## src/rtl/usb_rx_packet_reader.sv

```systemverilog
// usb_rx_packet_reader
// Consumes bytes from the USB receiver's show-ahead RX FIFO. It validates and
// classifies the PID byte and streams payload bytes (data + CRC16) downstream
// over a valid/ready handshake, marking the final byte. It also reports PID,
// length and bus errors while draining the rest of a bad packet.
//
// Ports:
//   clk, rst              clock, synchronous active-high reset
//   r_data, empty         FIFO head byte (valid when empty=0) and empty flag
//   rcving, r_error       receiver mid-packet flag and receiver error level
//   r_enable              FIFO pop (combinational, never high when empty=1)
//   pid, pid_valid        last accepted PID and its one-cycle update pulse
//   out_data/valid/ready  payload byte stream; out_last marks the final byte
//   byte_count            payload bytes popped in the current packet
//   pkt_done, pkt_err     one-cycle end-of-packet pulses (clean / error)
//   err_code              01 PID check, 10 length, 11 bus error (held)
module usb_rx_packet_reader #(
    parameter int MAX_BYTES = 66
) (
    input  logic       clk,
    input  logic       rst,
    input  logic [7:0] r_data,
    input  logic       empty,
    input  logic       rcving,
    input  logic       r_error,
    output logic       r_enable,
    output logic [3:0] pid,
    output logic       pid_valid,
    output logic [7:0] out_data,
    output logic       out_valid,
    input  logic       out_ready,
    output logic       out_last,
    output logic [6:0] byte_count,
    output logic       pkt_done,
    output logic       pkt_err,
    output logic [1:0] err_code
);

    typedef enum logic [1:0] {
        IDLE    = 2'd0,
        PAYLOAD = 2'd1,
        HSHAKE  = 2'd2,
        DRAIN   = 2'd3
    } state_t;

    localparam logic [6:0] MAX_COUNT = 7'(MAX_BYTES);

    // Upper nibble of a PID byte must be the ones-complement of the lower one.
    function automatic logic pid_check_ok(input logic [7:0] b);
        return (b[7:4] == ~b[3:0]);
    endfunction

    // ACK, NAK and STALL carry no payload.
    function automatic logic pid_is_handshake(input logic [3:0] p);
        return (p == 4'h2) || (p == 4'hA) || (p == 4'hE);
    endfunction

    state_t      state_r;
    logic        hold_v_r;
    logic [7:0]  out_data_r;
    logic [3:0]  pid_r;
    logic        pid_valid_r;
    logic [6:0]  byte_count_r;
    logic        pkt_done_r;
    logic        pkt_err_r;
    logic [1:0]  err_code_r;

    logic        eop_s;
    logic        out_valid_s;
    logic        out_last_s;
    logic        accept_s;
    logic        want_pop_s;
    logic        len_full_s;
    logic        r_enable_s;

    // Output handshake, pop request and end-of-packet detection.
    always_comb begin
        eop_s       = ~rcving & empty;
        out_valid_s = 1'b0;
        out_last_s  = 1'b0;
        // A bus error suppresses the held byte in the same cycle.
        if ((state_r == PAYLOAD) && !r_error) begin
            out_valid_s = hold_v_r & (~empty | eop_s);
            out_last_s  = hold_v_r & eop_s;
        end else begin
            out_valid_s = 1'b0;
            out_last_s  = 1'b0;
        end
        accept_s   = out_valid_s & out_ready;
        want_pop_s = ~empty & (~hold_v_r | accept_s);
        len_full_s = (byte_count_r >= MAX_COUNT);
        case (state_r)
            IDLE:    r_enable_s = ~empty;
            PAYLOAD: r_enable_s = want_pop_s & ~len_full_s & ~r_error;
            HSHAKE:  r_enable_s = 1'b0;
            DRAIN:   r_enable_s = ~empty;
            default: r_enable_s = 1'b0;
        endcase
    end

    // Packet state machine, hold register and status pulses.
    always_ff @(posedge clk) begin
        if (rst) begin
            state_r      <= IDLE;
            hold_v_r     <= 1'b0;
            out_data_r   <= 8'h00;
            pid_r        <= 4'h0;
            pid_valid_r  <= 1'b0;
            byte_count_r <= 7'd0;
            pkt_done_r   <= 1'b0;
            pkt_err_r    <= 1'b0;
            err_code_r   <= 2'b00;
        end else begin
            pid_valid_r <= 1'b0;
            pkt_done_r  <= 1'b0;
            pkt_err_r   <= 1'b0;
            case (state_r)
                IDLE: begin
                    if (!empty) begin
                        if (r_error) begin
                            // Byte arriving under a bus error is discarded silently.
                            state_r <= DRAIN;
                        end else if (!pid_check_ok(r_data)) begin
                            pkt_err_r  <= 1'b1;
                            err_code_r <= 2'b01;
                            state_r    <= DRAIN;
                        end else begin
                            pid_r        <= r_data[3:0];
                            pid_valid_r  <= 1'b1;
                            byte_count_r <= 7'd0;
                            hold_v_r     <= 1'b0;
                            state_r      <= pid_is_handshake(r_data[3:0]) ? HSHAKE : PAYLOAD;
                        end
                    end else begin
                        state_r <= IDLE;
                    end
                end
                PAYLOAD: begin
                    if (r_error) begin
                        pkt_err_r  <= 1'b1;
                        err_code_r <= 2'b11;
                        hold_v_r   <= 1'b0;
                        state_r    <= DRAIN;
                    end else if (accept_s && out_last_s) begin
                        pkt_done_r <= 1'b1;
                        hold_v_r   <= 1'b0;
                        state_r    <= IDLE;
                    end else if (eop_s && !hold_v_r) begin
                        // Zero-byte payload, or final byte already delivered.
                        pkt_done_r <= 1'b1;
                        state_r    <= IDLE;
                    end else if (want_pop_s && len_full_s) begin
                        pkt_err_r  <= 1'b1;
                        err_code_r <= 2'b10;
                        hold_v_r   <= 1'b0;
                        state_r    <= DRAIN;
                    end else if (want_pop_s) begin
                        // Pop and hand-off may coincide: full one-byte-per-cycle rate.
                        out_data_r   <= r_data;
                        hold_v_r     <= 1'b1;
                        byte_count_r <= byte_count_r + 7'd1;
                    end else if (accept_s) begin
                        hold_v_r <= 1'b0;
                    end else begin
                        hold_v_r <= hold_v_r;
                    end
                end
                HSHAKE: begin
                    if (r_error) begin
                        pkt_err_r  <= 1'b1;
                        err_code_r <= 2'b11;
                        state_r    <= DRAIN;
                    end else if (eop_s) begin
                        pkt_done_r <= 1'b1;
                        state_r    <= IDLE;
                    end else if (!empty) begin
                        pkt_err_r  <= 1'b1;
                        err_code_r <= 2'b10;
                        state_r    <= DRAIN;
                    end else begin
                        state_r <= HSHAKE;
                    end
                end
                DRAIN: begin
                    if (eop_s && !r_error) begin
                        state_r <= IDLE;
                    end else begin
                        state_r <= DRAIN;
                    end
                end
                default: begin
                    state_r  <= IDLE;
                    hold_v_r <= 1'b0;
                end
            endcase
        end
    end

    assign r_enable   = r_enable_s & ~rst;
    assign pid        = pid_r;
    assign pid_valid  = pid_valid_r;
    assign out_data   = out_data_r;
    assign out_valid  = out_valid_s;
    assign out_last   = out_last_s;
    assign byte_count = byte_count_r;
    assign pkt_done   = pkt_done_r;
    assign pkt_err    = pkt_err_r;
    assign err_code   = err_code_r;

endmodule

```

## config.mk

```make
export PLATFORM = sky130hd
export DESIGN_NAME = usb_rx_packet_reader
export DESIGN_NICKNAME = d
export VERILOG_FILES = /design/src/rtl/usb_rx_packet_reader.sv
export SDC_FILE = /design/constraint.sdc
export NUM_CORES = 1
export LEC_CHECK = 0
export BUFFER_PORTS_ARGS = -buffer_cell sky130_fd_sc_hd__buf_2
export CAP_MARGIN = 10
export CORE_MARGIN = 2
export CORE_UTILIZATION = 59
export CTS_BUF_LIST = sky130_fd_sc_hd__clkbuf_4
export DETAILED_ROUTE_END_ITERATION = 12
export HOLD_SLACK_MARGIN = 0.05
export PLACE_DENSITY = 0.88
export SLEW_MARGIN = 25
export SYNTH_ARGS = -nofsm -noshare
export SYNTH_HDL_FRONTEND = slang
export SYNTH_SLANG_ARGS = --single-unit
export TNS_END_PERCENT = 30
```

## constraint.sdc

```tcl
create_clock -name clk -period 3 [get_ports clk]
set_input_delay 0.6 -clock clk [delete_from_list [all_inputs] [get_ports clk]]
set_output_delay 0.6 -clock clk [all_outputs]
set_load 0.03 [all_outputs]
```

Word-level counts from Yosys, hierarchy flattened
Cells that the tools add are included.
{"block": "word_totals", "output_inout_bits": 27, "register_bits": 27, "wordCells": 139}
{"block": "op_classes", "n_eq_ne": 24, "bitwise_logic": 21, "muxes": 64, "add_sub_neg": 1, "n_lt_le_gt_ge": 1, "n_reduce_logical": 19}
{"cell": "$mux W7", "n": 8}
{"cell": "$mux W2", "n": 21}
{"cell": "$mux W1", "n": 28}
{"cell": "$ne A2 B2 Y1 const B", "n": 9}
{"cell": "$reduce_and A9 Y1", "n": 2}
{"cell": "$pmux W7 S2", "n": 1}
{"cell": "$ne A3 B3 Y1 const B", "n": 4}
{"cell": "$reduce_and A6 Y1", "n": 2}
{"cell": "$not A1 Y1", "n": 10}
{"cell": "$and A1 B1 Y1", "n": 8}
{"cell": "$eq A4 B4 Y1 const B", "n": 2}
{"cell": "$pmux W2 S4", "n": 1}
{"cell": "$add A7 B1 Y7 const B", "n": 1}
{"cell": "$ge A7 B7 Y1 const B", "n": 1}
{"cell": "$ne A6 B4 Y1 const B", "n": 1}
{"cell": "$pmux W1 S3", "n": 2}
{"cell": "$pmux W2 S3", "n": 1}
{"cell": "$logic_and A1 B1 Y1", "n": 5}
{"cell": "$ne A5 B2 Y1 const B", "n": 1}
{"cell": "$eq A2 B2 Y1 const B", "n": 2}
{"cell": "$eq A4 B2 Y1 const B", "n": 1}
{"cell": "$eq A4 B4 Y1", "n": 1}
{"cell": "$ne A4 B4 Y1 const B", "n": 1}
{"cell": "$not A4 Y4", "n": 1}
{"cell": "12 further kinds", "n": 16}

Longest topological paths before layout
Gate-level depths: netlist of the first run.
{"block": "depth", "ltp_word": 14, "mapped_depth": 8, "depth_no_buf": 7}

Worst setup path after synthesis of the first run
Ideal clock, no wire load.
{"block": "synth_timing", "path_type": "reg-to-output", "from": "reg byte_count_r[1] (netlist: byte_count[1])", "to": "out r_enable", "required_time_ps": 2400, "path_stages_with_launch": 5, "path_buffers": 0, "path_slack_ps": 272, "arrival_ps": 2128, "path_cell_list": "dfxtp_1 -> or4_4 -> o31ai_4 -> a41oi_1 -> nor3_1"}
{"block": "synth_via", "elab_chain_cells": 6}
{"element": "start, declared", "line": "63", "rtl": "logic [6:0] byte_count_r;"}
{"element": "start signal, assigned", "line": "161", "rtl": "byte_count_r <= byte_count_r + 7'd1;"}
{"element": "$ge A7 B7 Y1", "line": "91", "rtl": "len_full_s = (byte_count_r >= MAX_COUNT);"}
{"element": "$not A1 Y1", "line": "94", "rtl": "PAYLOAD: r_enable_s = want_pop_s & ~len_full_s & ~r_error;"}
{"element": "$and A1 B1 Y1 (2 in series)", "line": "94"}
{"element": "$pmux W1 S3", "line": "92", "rtl": "case (state_r)"}
{"element": "$and A1 B1 Y1", "line": "199", "rtl": "assign r_enable = r_enable_s & ~rst;"}
{"element": "end, declared", "line": "26", "rtl": "output logic r_enable,"}
No other way between the ends.

Final worst setup path of the first run
Same ends and word-level chain as after synthesis.

==> flow_summary_export.csv, run 1 <==
group,metric,value,unit
placement,gp_congestion,0.877,
power_and_ir_drop,cellLeakagePower,0.828,nW
cells_and_area,n_fill_cell,212,
setup_path,critical_path.slowest_cell,"or4_4",
synth,synthArstFlopShare,0,
die,io_pins,41,
setup_path,crit_fanout,7,
cells_and_area,final_area,1820,um^2
detailed_routing,first_iter_violations,50,
worst_hold_path,worstHoldPathType,"flop to flop",
synth,syn-num-nets,209,
synth,synthCells,187,
timing,setup-violations-final,0,
flow_run,drv_cap,0,
die,start_util,0.628,
synth,synth-seq-area-share,0.341,
timing,maxSlewViolCount,0,
detailed_routing,drc,0,
detailed_routing,routed_wl,3850,um
placement,placed_cell_area,1790,um^2
timing,slew-limit-headroom,0.614,
cells_and_area,drive_gt1_frac,0.249,
power_and_ir_drop,p_int,0.000534,W
setup_path,max_stage_delay,0.56,ns
timing,skew,0.00678,ns
synth,syn_avg_cell_area,8.48,um^2
cells_and_area,seqCellArea,541,um^2
timing,fin_tns_setup,0,ns
synth,synth_area_leaders,"dfxtp_1, a21oi_1, ha_1, mux2i_1, nand2_1",
die,chipWidth,55.8,um
power_and_ir_drop,switching_share,0.368,
setup_path,crit_chain,"or4_4 -> o31ai_4 -> a41oi_1 -> nor3_1 -> buf_2",
cells_and_area,area_growth_syn_to_layout,14.7,%
power_and_ir_drop,switchingPower,0.000311,W
timing,rsz0062_at_grt,"no",
clock_tree,htreeDepth,1,
setup_path,cp-end-kind,"output port",
synth,synth_ff_type,"dfxtp_1",
grt,grt.total_usage,0.242,
worst_hold_path,min_from,"pid[2]$_SDFFE_PP0P_",
timing,timing.final.crit_share,0.926,
timing,hold_viol,0,
synth,synth_seq_cells,27,
clock_tree,clock_path_buffers,2,
cells_and_area,antenna_cells,0,
timing,fin_crit,2.78,ns
clock_tree,postCtsSetupBuffers,0,
die,core,2520,um^2
die,num_rows,18,
clock_tree,cts_root_buffer,"clkbuf_4",
setup_path,cp-startpoint,"byte_count[1]$_SDFFE_PP0P_",
power_and_ir_drop,seqPwrFrac,0.467,
grt,grt_pass1_wl,6250,um
detailed_routing,firstDrtPassIters,5,
clock_tree,path_clk_slew,0.16,ns
placement,place_hpwl,2920,um
grt,grt_pass1_vias,1488,
clock_tree,cts_tree,"done",
synth,synth_cell_types,53,
synth,synth-edff-count,0,
clock_tree,cts_num_sinks,27,
detailed_routing,vias_per_cell,6.25,
detailed_routing,wire_per_inst,15.1,um
clock_tree,cts_buffers,3,
power_and_ir_drop,clockPowerShare,0.197,
synth,ys_warn_count,0,
detailed_routing,antenna_left,0,
timing,worstMarginPinSlew,0.573,ns
synth,syn_area,1590,um^2
detailed_routing,vias,1594,
setup_path,cp.arrival,2.18,ns
cells_and_area,multi_input_area,961,um^2
grt,grt_overflow,0,
setup_path,cp-start-kind,"flop",
synth,synth_top_cell_by_area,"dfxtp_1",
power_and_ir_drop,power_frac_comb,0.336,
power_and_ir_drop,ir_worst_vdd,390,uV
setup_path,r2r_setup_slack,0.70,ns
power_and_ir_drop,p_per_area,465,nW/um^2
synth,synth_top_area_share,0.341,
placement,port_buffers,40,
clock_tree,worstSkewPairLatency,0.33,ns
grt,antenna_found_initial,0,
status,outcome,"complete, no violations",
die,fp.dieArea,3120,um^2
setup_path,rr_startpoint,"state_r[1]$_SDFFE_PP0P_",
setup_path,crit_type,"flop to output port",
setup_path,cp.required,2.40,ns
cells_and_area,layout.nets,248,
die,fp.dieH,55.8,um
grt,grt_max_degree,26,
timing,max_freq,0.360,GHz
-- layout make-up --
class | instances | share of cell area
sequential | 27 | 0.297
multi-input combinational | 143 | 0.529
clock inverter | 1 | 0.00413
timing repair buffer | 42 | 0.118
tap | 30 | 0.0206
inverter | 9 | 0.0186
clock buffer | 3 | 0.0124
-- through the flow --
stage	hold WS, ns	total power, W	util	setup slack, ns	cells
floorplan	0.583	0.000611	-	0.272	187
global placement	0.442	0.000673	0.708	0.610	251
detailed placement	0.447	0.000679	0.708	0.592	251
CTS	0.467	0.000840	0.720	0.202	255
global route	0.486	0.000881	0.721	0.0833	255
finish	0.466	0.000845	0.721	0.222	255
-- worst max-delay path: cells and delay by family (launching register included) --
family | cells | cell delay (ns)
buffers and inverters | 1 | 0.22
AND/OR/NAND/NOR | 2 | 0.71
flip-flops | 1 | 0.38
AO/OA/AOI/OAI | 2 | 0.53
-- power groups by stage --
stage / clock [W] / combinational [W] / sequential (W)
after floorplan: 0 / 0.000179 / 0.000432
after global placement: 0 / 0.000272 / 0.000401
after detailed placement: 0 / 0.000276 / 0.000403
after CTS: 0.000168 / 0.000277 / 0.000395
after global routing: 0.000177 / 0.000306 / 0.000398
final: 0.000166 / 0.000284 / 0.000395
-- state kept, by name, summed over array words and instances, names as in the netlist, 2 cells and up --
register and flops:
pid 4, state_r 2, out_data 8, byte_count 7
err_code 2
-- synthesized netlist by cell type (2+ instances only) --
master and number:
dfxtp_1 27, a21oi_1 21, nand2_1 18, nor2_1 15
mux2i_1 9, ha_1 8, inv_1 8, nor3_1 8
nand3_1 7, nand2b_1 6, o21ai_0 4, xnor2_1 4
clkbuf_1 3, nor2b_1 3, a2bb2o_1 2, a31oi_1 2
a41oi_1 2, nand4_1 2, o22ai_1 2, o31a_1 2
o31ai_1 2
-- final timing paths --
path	end	cells past startpoint
worst max-delay path	r_enable	5
worst min-delay path	pid[2]$_SDFFE_PP0P_	2
worst max register to register	hold_v_r$_SDFFE_PP0P_	8
worst min register to register	pid[2]$_SDFFE_PP0P_	2
-- routing by layer --
layer | share of wire | up-vias | track usage
met3 | 0.089 | 17 | 0.0256
met2 | 0.47 | 99 | 0.432
met5 | 0 | - | 0
met4 | 0.024 | 0 | 0.0986
met1 | 0.41 | 716 | 0.297
li1 | - | 762 | -
-- timing repair --
item | in CTS | in global routing
hold buffers | 0 | 0
hold endpoints to repair | 0 | 0
setup endpoints to repair | 0 | 1
resized for setup | 0 | 1
-- cells in the final DEF, fill, tap and decap left out, drive strengths merged, types with 2 or more instances in the layout --
cell type   n
a31oi       2
o31ai       3
nand2      18
dfxtp      27
nand3       8
ha          8
and3        2
xnor2       4
nand2b      6
or4         2
a2bb2o      2
o22ai       2
a21oi      21
nor3        8
nor2b       3
nand4       2
a221oi      2
buf        42
o21ai       4
nor2       15
clkbuf      3
o31a        3
a41oi       2
inv         8
mux2i       9
-- kinds of logic (layout without fill, tap and decap cells) --
| family | after synthesis | in the layout | share of synthesized area |
|---|---|---|---|
| compound gates | 49 | 49 | 0.219 |
| xor+xnor | 4 | 4 | 0.0221 |
| fa+ha+maj | 8 | 8 | 0.0631 |
| buf+inv | 17 | 55 | 0.0545 |
| flops | 27 | 27 | 0.341 |
| mux | 10 | 10 | 0.0639 |
| simple gates | 72 | 72 | 0.236 |
Power figures use the tool's default switching activity.
==> run 2: changes to the inputs <==
Settings changed: CORE_ASPECT_RATIO set to 0.6.
==> flow_summary_export.csv, run 2 (synthesis results as in run 1) <==
group,metric,value,unit
status,outcome,"complete, no violations",
clock_tree,clock_path_buffers,2,
detailed_routing,antenna_left,0,
timing,max_freq,0.359,GHz
power_and_ir_drop,clockPowerShare,0.198,
placement,place_hpwl,3060,um
power_and_ir_drop,switching_share,0.374,
placement,placed_cell_area,1800,um^2
cells_and_area,final_cell_mix,"buf_2, dfxtp_1, a21oi_1",
power_and_ir_drop,ir_worst_vdd,311,uV
setup_path,cp-start-kind,"flop",
detailed_routing,firstDrtPassIters,5,
clock_tree,postCtsSetupBuffers,0,
timing,worstMarginPinSlew,0.523,ns
timing,timing.final.crit_share,0.929,
timing,hold_viol,0,
setup_path,worstSetupEndpoint,"r_enable",
cells_and_area,layout.nets,249,
grt,grt.total_usage,0.256,
placement,dp_slack,0.586,ns
die,fp.dieH,44.2,um
timing,rsz0062_at_grt,"no",
die,core,2520,um^2
timing,fin_crit,2.79,ns
detailed_routing,vias,1567,
power_and_ir_drop,switchingPower,0.000320,W
clock_tree,cts_buffers,3,
detailed_routing,first_iter_violations,157,
placement,gp_congestion,0.959,
setup_path,rr_startpoint,"byte_count[1]$_SDFFE_PP0P_",
die,start_util,0.628,
setup_path,cp.arrival,2.19,ns
setup_path,reg2reg_depth,6,
setup_path,cp-startpoint,"byte_count[1]$_SDFFE_PP0P_",
setup_path,crit_type,"flop to output port",
grt,grt_pass1_vias,1365,
die,io_pins,41,
die,fp.dieArea,3130,um^2
grt,grt_max_degree,26,
cells_and_area,n_fill_cell,211,
worst_hold_path,worstHoldPathType,"flop to flop",
cells_and_area,area_growth_syn_to_layout,15.3,%
clock_tree,ctsHoldBuffers,0,
setup_path,cp.required,2.40,ns
grt,antenna_found_initial,0,
timing,slew-limit-headroom,0.651,
timing,maxSlewViolCount,0,
timing,fin_tns_setup,0,ns
clock_tree,path_clk_slew,0.16,ns
detailed_routing,drc,0,
cells_and_area,antenna_cells,0,
clock_tree,worstSkewPairLatency,0.34,ns
detailed_routing,wire_per_inst,15.8,um
placement,port_buffers,40,
setup_path,r2r_setup_slack,0.62,ns
timing,whs,0.465,ns
die,chipWidth,70.9,um
power_and_ir_drop,seqPwrFrac,0.462,
timing,setup-violations-final,0,
power_and_ir_drop,p_int,0.000536,W
cells_and_area,drive_gt1_frac,0.252,
detailed_routing,routed_wl,4070,um
cells_and_area,largest_register_ffs,8,
power_and_ir_drop,power_frac_comb,0.340,
power_and_ir_drop,p_per_area,468,nW/um^2
cells_and_area,final_area,1830,um^2
clock_tree,cts_tree,"done",
flow_run,drv_cap,0,
clock_tree,htreeDepth,1,
power_and_ir_drop,cellLeakagePower,0.833,nW
timing,postLayoutSetupSlackWorst,0.212,ns
clock_tree,cts_num_sinks,27,
setup_path,crit_fanout,7,
setup_path,cp-end-kind,"output port",
clock_tree,cts_root_buffer,"clkbuf_4",
timing,skew,0.0121,ns
power_and_ir_drop,total_power,0.000855,W
setup_path,timing.rr.end,"out_data[6]$_SDFFE_PP0P_",
grt,grt_pass1_wl,6380,um
grt,grt_overflow,0,
die,num_rows,14,
detailed_routing,vias_per_cell,6.07,
cells_and_area,final_common_cell,"buf_2",
==> run 2: cell types whose count changed in the layout (fill, tap and decap cells not counted), sizes merged <==
cell	change
buf	+1
==> run 2: final cells by class <==
cell class / count / area [um^2] / area share
clock buffers: 3 / 22.5 / 0.0123
clock inverters: 1 / 7.51 / 0.00411
inverters: 9 / 33.8 / 0.0185
multi-input cells: 143 / 961 / 0.526
flip-flops and latches: 27 / 541 / 0.296
well taps: 32 / 40.0 / 0.0219
repair buffers: 43 / 223 / 0.122
==> run 2: worst min-delay path by stage <==
stage	from	endpoint	slack, ns	cells past startpoint
2_1_floorplan	pid[0]$_SDFFE_PP0P_	pid[0]$_SDFFE_PP0P_	0.58	2
3_3_place_gp	pid[3]$_SDFFE_PP0P_	pid[3]$_SDFFE_PP0P_	0.44	2
3_5_place_dp	pid[2]$_SDFFE_PP0P_	pid[2]$_SDFFE_PP0P_	0.45	2
4_1_cts	pid[2]$_SDFFE_PP0P_	pid[2]$_SDFFE_PP0P_	0.47	2
5_1_grt	pid[0]$_SDFFE_PP0P_	pid[0]$_SDFFE_PP0P_	0.49	2
6_report	pid[2]$_SDFFE_PP0P_	pid[2]$_SDFFE_PP0P_	0.46	2
==> run 2: per-layer routing <==
layer  global-route usage  up-vias  share of wire
met5                    0        -              0
met4               0.0604        0         0.0076
met3               0.0501        6          0.086
met2                0.385       75           0.43
met1                0.383      721           0.47
li1                     -      765              -
==> run 2: worst max-delay path, cell delays in order, from the launching register on <==
cell	delay [ns]
dfxtp_1	0.39
or4_4	0.57
o31ai_4	0.34
a41oi_1	0.17
nor3_1	0.15
buf_2	0.22
==> run 2: repair_timing <==
item                                    in CTS  in global routing
gates resized for setup                      0                  1
endpoints found under the setup margin       0                  1
endpoints found under the hold margin        0                  0
==> run 2: through the flow <==
stage | utilization | instances
6_report | 0.725 | 258
5_1_grt | 0.725 | 258
2_1_floorplan | - | 187
3_3_place_gp | 0.712 | 254
4_1_cts | 0.724 | 258
3_5_place_dp | 0.712 | 254
==> run 2: power groups by stage <==
stage | clock, W | combinational (W) | sequential [W]
global route | 0.000185 | 0.000314 | 0.000398
detailed placement | 0 | 0.000284 | 0.000402
floorplan | 0 | 0.000179 | 0.000432
finish | 0.000170 | 0.000291 | 0.000395
CTS | 0.000170 | 0.000285 | 0.000395
global placement | 0 | 0.000279 | 0.000400
==> run 3: changes to the inputs <==
Settings changed: ABC_CLOCK_PERIOD_IN_PS set to 3000, CELL_PAD_IN_SITES_DETAIL_PLACEMENT set to 1, CELL_PAD_IN_SITES_GLOBAL_PLACEMENT set to 1, CORE_UTILIZATION 59 to 43, PLACE_DENSITY 0.88 to unset, PLACE_DENSITY_LB_ADDON set to 0.1.
==> flow_summary_export.csv, run 3 (synthesis results as in run 1) <==
group,metric,value,unit
die,chipWidth,82.4,um
detailed_routing,first_iter_violations,67,
timing,max_freq,0.348,GHz
die,num_rows,17,
clock_tree,cts_root_buffer,"clkbuf_4",
setup_path,r2r_setup_slack,0.73,ns
detailed_routing,vias_per_cell,5.87,
setup_path,cp.arrival,2.27,ns
timing,slew-limit-headroom,0.656,
clock_tree,ctsHoldBuffers,0,
grt,grt_max_degree,26,
die,start_util,0.441,
grt,antenna_found_initial,0,
cells_and_area,drive_gt1_frac,0.259,
die,fp.dieArea,4200,um^2
cells_and_area,largest_register_ffs,8,
clock_tree,path_clk_slew,0.16,ns
placement,place_hpwl,3580,um
placement,port_buffers,40,
setup_path,cp-start-kind,"flop",
grt,grt_pass1_wl,7340,um
setup_path,cp.required,2.40,ns
detailed_routing,wire_per_inst,17.1,um
setup_path,crit_type,"flop to output port",
setup_path,crit_fanout,6,
grt,grt_pass1_vias,1485,
setup_path,path_buf_inv,1,
cells_and_area,antenna_cells,0,
timing,setup-violations-final,0,
placement,placed_cell_area,1810,um^2
timing,worstMarginPinSlew,0.516,ns
timing,fin_crit,2.87,ns
setup_path,critical_path.slowest_cell,"or4_4",
placement,gp_congestion,0.867,
timing,maxSlewViolCount,0,
power_and_ir_drop,p_per_area,460,nW/um^2
flow_run,drv_cap,0,
cells_and_area,final_area,1860,um^2
cells_and_area,final_cell_mix,"buf_2, dfxtp_1, a21oi_1",
timing,skew,0.0133,ns
clock_tree,htreeDepth,1,
grt,grt_overflow,0,
detailed_routing,drc,0,
timing,timing.final.crit_share,0.957,
setup_path,max_stage_delay,0.58,ns
clock_tree,worstSkewPairLatency,0.34,ns
power_and_ir_drop,cellLeakagePower,0.844,nW
detailed_routing,vias,1613,
detailed_routing,routed_wl,4700,um
cells_and_area,layout.nets,251,
setup_path,crit_family,"simple AND/OR/NAND/NOR gates",
cells_and_area,n_fill_cell,459,
grt,grt.total_usage,0.232,
timing,postLayoutSetupSlackWorst,0.128,ns
die,core,3590,um^2
die,io_pins,41,
timing,whs,0.467,ns
detailed_routing,firstDrtPassIters,4,
status,outcome,"complete, no violations",
clock_tree,clock_path_buffers,2,
detailed_routing,antenna_left,0,
power_and_ir_drop,ir_worst_vdd,266,uV
die,fp.dieH,51.0,um
clock_tree,cts_tree,"done",
setup_path,cp-end-kind,"output port",
setup_path,crit_chain,"or4_4 -> o31ai_4 -> a41oi_1 -> nor3_1 -> buf_2",
worst_hold_path,worstHoldPathType,"flop to flop",
timing,hold_viol,0,
cells_and_area,final_common_cell,"buf_2",
clock_tree,cts_num_sinks,27,
placement,dp_slack,0.494,ns
cells_and_area,area_growth_syn_to_layout,17.3,%
clock_tree,cts_buffers,3,
run 3: path summary, 6_finish.rpt:
path / startpoint / end / cells past startpoint
worst max-delay path: byte_count[1]$_SDFFE_PP0P_ / r_enable / 5
worst min register to register: pid[0]$_SDFFE_PP0P_ / pid[0]$_SDFFE_PP0P_ / 2
worst min-delay path: pid[0]$_SDFFE_PP0P_ / pid[0]$_SDFFE_PP0P_ / 2
worst max register to register: state_r[0]$_SDFFE_PP0P_ / byte_count[0]$_SDFFE_PP0P_ / 7
run 3: what timing repair did:
action,4_1_cts,5_1_grt
gates resized for setup,0,1
setup endpoints to repair,0,1
buffers inserted,0,3
run 3: power breakdown:
part / leakage, nW / switching [W] / total (W) / internal [W]
sequential: 0.219 / 0.0000135 / 0.000394 / 0.000381
clock: 0.0177 / 0.000117 / 0.000167 / 0.0000502
combinational: 0.608 / 0.000191 / 0.000294 / 0.000103
run 3: through the flow:
step / cells / total power (W) / TNS [ns] / util
final: 275 / 0.000855 / 0 / 0.517
after global routing: 275 / 0.000906 / -0.0373 / 0.517
after CTS: 272 / 0.000858 / 0 / 0.510
after detailed placement: 268 / 0.000691 / 0 / 0.503
after global placement: 268 / 0.000683 / 0 / 0.503
after floorplan: 187 / 0.000611 / 0 / -
run 3: worst register-to-register path, cell delays in order (launching register included):
cell and delay (ns):
dfxtp_1 0.39, inv_1 0.13, ha_1 0.34, nand2b_1 0.18
nor2_1 0.34, a21oi_1 0.26, o21ai_0 0.24, a2bb2o_1 0.30
run 3: layout make-up:
| type | instances | area (um^2) | area share |
|---|---|---|---|
| Tap cell | 47 | 58.8 | 0.0316 |
| Multi-Input combinational cell | 143 | 961 | 0.517 |
| Clock inverter | 1 | 5.00 | 0.00269 |
| Clock buffer | 3 | 22.5 | 0.0121 |
| Sequential cell | 27 | 541 | 0.291 |
| Timing Repair Buffer | 45 | 238 | 0.128 |
| Inverter | 9 | 33.8 | 0.0182 |
run 3: layer usage:
layer,vias to the layer above,share of wire,global-route usage
met2,49,0.45,0.339
met4,0,0.0064,0.0667
met1,796,0.49,0.341
li1,766,-,-
met5,-,0,0
met3,2,0.050,0.0495
